File: config.mk
export PLATFORM = sky130hd
export DESIGN_NAME = neuron_accumulator
export DESIGN_NICKNAME = d
export VERILOG_FILES = /design/src/rtl/neuron_accumulator.sv
export SDC_FILE = /design/constraint.sdc
export NUM_CORES = 1
export LEC_CHECK = 0
export CORE_ASPECT_RATIO = 1.25
export CORE_MARGIN = 1.5
export CORE_UTILIZATION = 57
export DETAILED_ROUTE_END_ITERATION = 12
export PLACE_DENSITY = 0.83
export REMOVE_ABC_BUFFERS = 1
export SETUP_SLACK_MARGIN = 0.2
export SKIP_LAST_GASP = 1
export SYNTH_ARGS = -nofsm -noshare
export SYNTH_HDL_FRONTEND = slang
export SYNTH_SLANG_ARGS = --single-unit
File: constraint.sdc
create_clock -name clk -period 6.2 [get_ports clk]
set_input_delay 1.24 -clock clk [delete_from_list [all_inputs] [get_ports clk]]
set_output_delay 1.24 -clock clk [all_outputs]
set_load 0.03 [all_outputs]
File: src/rtl/neuron_accumulator.sv
// rtl/neuron_accumulator.sv - per-neuron bias+partial-sum accumulator with shift, saturation and valid/ready output
// Optional ReLU before saturation: define NEURON_ACC_RELU_EN.
module neuron_accumulator #(
    parameter int N_TERMS = 4,
    parameter int ACC_W   = 32,
    parameter int SHIFT   = 0
) (
    input  logic               clk,
    input  logic               rst,
    input  logic signed [15:0] bias,
    input  logic               in_valid,
    output logic               in_ready,
    input  logic signed [16:0] in_sum,
    output logic               out_valid,
    input  logic               out_ready,
    output logic signed [15:0] out_data,
    output logic               out_sat,
    output logic               busy
);

    localparam int CNT_W = (N_TERMS > 1) ? $clog2(N_TERMS) : 1;
    localparam logic signed [ACC_W-1:0] SAT_MAX = ACC_W'(32'sd32767);
    localparam logic signed [ACC_W-1:0] SAT_MIN = ACC_W'(-32'sd32768);

    typedef enum logic {ACCUM, DONE} state_t;

    state_t                   state_q, state_d;
    logic signed [ACC_W-1:0]  acc_q, acc_d;
    logic [CNT_W-1:0]         cnt_q, cnt_d;
    logic                     out_valid_q, out_valid_d;
    logic signed [15:0]       out_data_q, out_data_d;
    logic                     out_sat_q, out_sat_d;

    logic signed [ACC_W-1:0]  bias_ext, sum_ext, acc_next, shifted, clamped;
    logic signed [15:0]       sat_data;
    logic                     sat_flag;
    logic                     accept, last_term;

    assign bias_ext = {{(ACC_W-16){bias[15]}}, bias};
    assign sum_ext  = {{(ACC_W-17){in_sum[16]}}, in_sum};

    // The bias enters only with the first term, so its value in later cycles is irrelevant.
    always_comb begin
        acc_next = ((cnt_q == '0) ? bias_ext : acc_q) + sum_ext;
        shifted  = acc_next >>> SHIFT;
`ifdef NEURON_ACC_RELU_EN
        clamped  = (shifted < 0) ? '0 : shifted;
`else
        clamped  = shifted;
`endif
    end

    always_comb begin
        sat_data = clamped[15:0];
        sat_flag = 1'b0;
        if (clamped > SAT_MAX) begin
            sat_data = 16'sh7fff;
            sat_flag = 1'b1;
        end else if (clamped < SAT_MIN) begin
            sat_data = -16'sh8000;
            sat_flag = 1'b1;
        end
    end

    assign accept    = (state_q == ACCUM) && in_valid;
    assign last_term = (cnt_q == CNT_W'(N_TERMS - 1));

    always_comb begin
        state_d     = state_q;
        acc_d       = acc_q;
        cnt_d       = cnt_q;
        out_valid_d = out_valid_q;
        out_data_d  = out_data_q;
        out_sat_d   = out_sat_q;
        case (state_q)
            ACCUM: begin
                if (accept) begin
                    acc_d = acc_next;
                    if (last_term) begin
                        cnt_d       = '0;
                        out_valid_d = 1'b1;
                        out_data_d  = sat_data;
                        out_sat_d   = sat_flag;
                        state_d     = DONE;
                    end else begin
                        cnt_d = cnt_q + CNT_W'(1);
                    end
                end
            end
            DONE: begin
                if (out_ready) begin
                    out_valid_d = 1'b0;
                    state_d     = ACCUM;
                end
            end
            default: state_d = ACCUM;
        endcase
    end

    always_ff @(posedge clk) begin
        if (rst) begin
            state_q     <= ACCUM;
            acc_q       <= '0;
            cnt_q       <= '0;
            out_valid_q <= 1'b0;
            out_data_q  <= '0;
            out_sat_q   <= 1'b0;
        end else begin
            state_q     <= state_d;
            acc_q       <= acc_d;
            cnt_q       <= cnt_d;
            out_valid_q <= out_valid_d;
            out_data_q  <= out_data_d;
            out_sat_q   <= out_sat_d;
        end
    end

    assign in_ready  = (state_q == ACCUM);
    assign out_valid = out_valid_q;
    assign out_data  = out_data_q;
    assign out_sat   = out_sat_q;
    assign busy      = (state_q == DONE) || (cnt_q != '0);

endmodule

# Yosys cells after proc, flatten, opt, wreduce, memory -nomap -nowiden
# Index checks and enable logic that the tools add are counted.
[word_totals]
wordCells = 36
inputBits = 37
register_bits = 53
out_inout_bits = 20
[op_classes]
n_eq_ne = 4
n_mux = 14
reduce_logical = 7
n_addsub = 2
bitwise_logic = 1
magnitude_cmp = 2
[ops]
columns = ["cell", "n"]
rows = [
  ["32-bit by 17-bit adder with 32-bit output", 1],
  ["32-bit by 16-bit > comparator with 1-bit output, second input constant", 1],
  ["32-bit by 16-bit < comparator with 1-bit output, second input constant", 1],
  ["16-bit 2-to-1 mux", 2],
  ["32-bit 2-to-1 mux", 1],
  ["1-bit 2-to-1 mux", 8],
  ["3-bit AND reduction", 2],
  ["2-bit by 1-bit != test with 1-bit output, second input constant", 2],
  ["1-bit one-hot mux with 2 select lines", 2],
  ["2-bit by 1-bit adder with 2-bit output, second input constant", 1],
  ["2-bit == test, second input constant", 1],
  ["2-bit zero test", 1],
  ["2-bit 2-to-1 mux", 1],
  ["2-bit != test, second input constant", 1],
  ["2-bit AND reduction", 1],
  ["2-bit nonzero test", 1],
  ["1-bit logical AND", 1],
  ["1-bit logical OR", 1],
  ["1-bit inverter", 1],
]

# Depth between registers and ports, before layout
[logic_depth]
ltp_word = 6
mapped_depth = 19
depth_no_buf = 16

# Worst setup path after synthesis
# Ideal clock, no wire load.
[synth_timing]
path_type = "in2reg"
from = "in bias[0]"
to = "reg out_data_q[0], in the netlist out_data[0]"
arrival_ns = 4.295
path_slack_ns = 1.817
path_stages = 15
t_required_ns = 6.112
path_buffers = 1
setup_time_ns = 0.088
path_cell_list = "mux2_2 ha_1 inv_1 fa_1 nand3b_1 a2111o_1 and4_4 o21bai_4 nor3_1 or4_4 nor2_1 nand3_1 o41a_4 buf_6 o32ai_2"
[synth_between]
elab_chain_len = 5
elab_cells_between_ends = 6
classes_between = "1 x add/sub; 2 x order compare; 3 x mux"
[synth_lines]
columns = ["element", "line", "source"]
rows = [
  ["start: declaration", "10", "input logic signed [15:0] bias,"],
  ["32-bit 2-to-1 mux (*)", "44", "acc_next = ((cnt_q == '0) ? bias_ext : acc_q) + sum_ext;"],
  ["32-bit by 17-bit adder with 32-bit output (*)", "44", ""],
  ["32-bit by 16-bit < comparator with 1-bit output", "59", "end else if (clamped < SAT_MIN) begin"],
  ["16-bit 2-to-1 mux", "59", ""],
  ["16-bit 2-to-1 mux (*)", "56", "if (clamped > SAT_MAX) begin"],
  ["end signal: assignment", "113", "out_data_q <= out_data_d;"],
  ["end: declaration", "31", "logic signed [15:0] out_data_q, out_data_d;"],
]
# Every way passes the cells marked *; elsewhere a longest branch is shown, timed or not.
# A chain may end at the register's enable or synchronous reset.

# Worst setup path after layout
[layout_timing]
from = "in bias[15]"
to = "reg out_data_q[11], in the netlist out_data[11]"
# Same word-level chain as after synthesis.

==> flow_summary.toml <==
[outcome]
status = "complete, no violations"

[die]
start_util = 0.5814
fp.dieW_um = 82.51
core_region_area_sq_mm = 0.007747
ios = 57
fp.dieH_um = 102.4
placementRows = 36
die-area_sq_mm = 0.008448

[hold_path]
hp-class = "flop to flop"
holdPathStages = 2

[synthesis]
synth_ff_type = "dfxtp_1"
synth_seq_area_share = 0.2356
synthCells = 598
ys_seq_elements = 53
yosysWarnings = 0
async_flop_share = 0
synth_area_per_cell_sq_um = 7.532
synth_cell_types = 66
synth_edf_count = 0
synth_area_sq_mm = 0.004504

[timing]
grt_setup_unrepaired = "no"
min_period_over_period = 0.8418
fmax_ghz = 0.1916
finalSetupViolations = 0
hold_ws_ps = 461.2
finalSetupTns_ps = 0
layout_min_cycle_time_ps = 5219
final_hold_viol_count = 0
clock-skew-final_ps = 17.63
worst_slew_pin_slew_ps = 780.9
relSlewSlack = 0.4794
drv_slew = 0

[cells_and_area]
nFillCells = 700
area_growth_pct = 13.22
final_area_sq_mm = 0.005100
mostFrequentLayoutCells = "92 x nand2_1, 67 x nor2_1, 64 x a21oi_1"
mostFrequentLayoutCell = "nand2_1"
drive_gt1_frac = 0.08875
diodes = 0
nets = 702

[power_and_ir_drop]
powerDensity_mw_per_mm2 = 245.3
p_leak_nw = 1.983
ir_drop_mv = 0.2206
power_mw = 1.251

[grt]
track_usage = 0.3030
grt_pass1_wl_mm = 19.81
grt_start_max_net_pins = 69
antenna_found_initial = 0
overflow = 0
grt_pass1_vias = 4257

[clock_tree]
clock-root-buffer = "clkbuf_8"
post-cts-setup-buffer-count = 0
clk_latency_ps = 320
clk_pin_slew_worst_paths_ps = 90
cts_tree = "done"
ctsHoldBuffers = 0
cts_htree_levels = 2
numCtsBuffers = 5
cts.sinks = 53
cts_resized = 0
clk_path_buf_depth = 2

[drt]
wirelength_mm = 12.61
via_per_inst = 6.269
dr_total_vias = 4551
dr.pass1.iters = 5
drt_iter0_markers = 231
wire_per_inst_um = 17.36
drc = 0
detail-route-antenna-nets = 0

[job]
maxCapViolCount = 0

[placed_design]
placed_area_sq_mm = 0.005010
hpwl_mm = 9.237
port_buffers = 56
gp_congestion = 1.004

[worst_setup_path]
crit_required_ps = 6420
ff2ff_path_depth = 16
critPathLaunchType = "input port"
r2r_slack_ps = 1340
cp-end-kind = "flop"
crit_path_max_fanout = 17
crit_type = "input port to flop"
crit_arrival_ps = 5440
-- per-layer routing --
layer | track usage | vias up | wire [um]
met3 | 0.04464 | 38 | 588
met1 | 0.3578 | 2134 | 5348
met2 | 0.5260 | 173 | 6150
met5 | 0 | - | 0
li1 | - | 2206 | -
met4 | 0.1500 | 0 | 518
-- critical path, stage by stage --
cell and delay, ps:
clkdlybuf4s50_1 400, nand2_1 390, o21ai_0 220, ha_1 420
nand2_1 160, o21ai_0 560, nor3_1 90, o21a_1 130
a211oi_1 550, nand4_1 170, nor4_1 270, nand3_1 160
o41a_4 510, o32ai_1 150
-- state kept, by name, indices dropped and copies added, names as in the netlist --
signal     flops
out_data      16
acc_q         32
state_q        1
out_sat        1
out_valid      1
cnt_q          2
-- worst paths after layout --
| kind | endpoint | startpoint |
|---|---|---|
| setup / recovery | out_data[11]$_SDFFE_PP0P_ | bias[15] |
| hold / removal | acc_q[31]$_SDFFE_PP0P_ | acc_q[31]$_SDFFE_PP0P_ |
| setup reg to reg | out_data[11]$_SDFFE_PP0P_ | cnt_q[0]$_SDFFE_PP0P_ |
| hold reg to reg | acc_q[31]$_SDFFE_PP0P_ | acc_q[31]$_SDFFE_PP0P_ |
-- synth_stat cells (all sizes together), types with 4 or more instances --
| cell type | n | area (sq um) |
|---|---|---|
| a211oi | 10 | 80.07 |
| nor2 | 67 | 251.5 |
| o32ai | 15 | 214.0 |
| clkbuf | 20 | 76.32 |
| nand4 | 13 | 81.33 |
| mux2 | 17 | 191.4 |
| xor2 | 11 | 96.34 |
| nand2 | 93 | 351.6 |
| a31o | 4 | 43.80 |
| a21oi | 64 | 320.3 |
| ha | 34 | 425.4 |
| a21o | 12 | 90.09 |
| buf | 13 | 106.4 |
| and2 | 4 | 25.02 |
| xnor2 | 14 | 122.6 |
| nor3 | 7 | 35.03 |
| o21a | 6 | 45.04 |
| a31oi | 8 | 50.05 |
| nand2b | 4 | 25.02 |
| o21ai | 32 | 160.1 |
| o211ai | 5 | 37.54 |
| dfxtp | 53 | 1061 |
| nand3 | 10 | 50.05 |
| or3 | 5 | 31.28 |
| inv | 30 | 112.6 |
| and3 | 6 | 38.79 |
-- layout make-up --
cell class,count,area [sq um],area share
multi-input combinational,480,3132,0.6141
clock buffer,5,68.82,0.01349
timing repair buffer,60,585.6,0.1148
clock inverter,3,21.27,0.004171
sequential,53,1061,0.2080
inverter,30,112.6,0.02208
tap,95,118.9,0.02331
-- power breakdown --
| group | total [mW] | internal, mW | switching (mW) |
|---|---|---|---|
| sequential | 0.394 | 0.377 | 0.0175 |
| combinational | 0.648 | 0.256 | 0.393 |
| clock | 0.208 | 0.0806 | 0.128 |
| total | 1.25 | 0.713 | 0.538 |
-- kinds of logic (layout without fill, tap and decap cells) --
logic type	Yosys count	in the layout	synth area share
simple gates	225	225	0.2244
compound gates	178	178	0.2803
buf+inv	65	98	0.06972
flops	53	53	0.2356
fa+ha+maj	35	35	0.09889
xor+xnor	25	25	0.04861
mux	17	17	0.04250
-- stage by stage --
step	util	cells	setup slack [ps]
detailed placement	0.6466	718	647.8
global route	0.6583	726	573.9
finish	0.6583	726	981.1
global placement	0.6466	718	801.7
CTS	0.6583	726	980.7
floorplan	-	563	1848
Power figures use the tool's default switching activity.
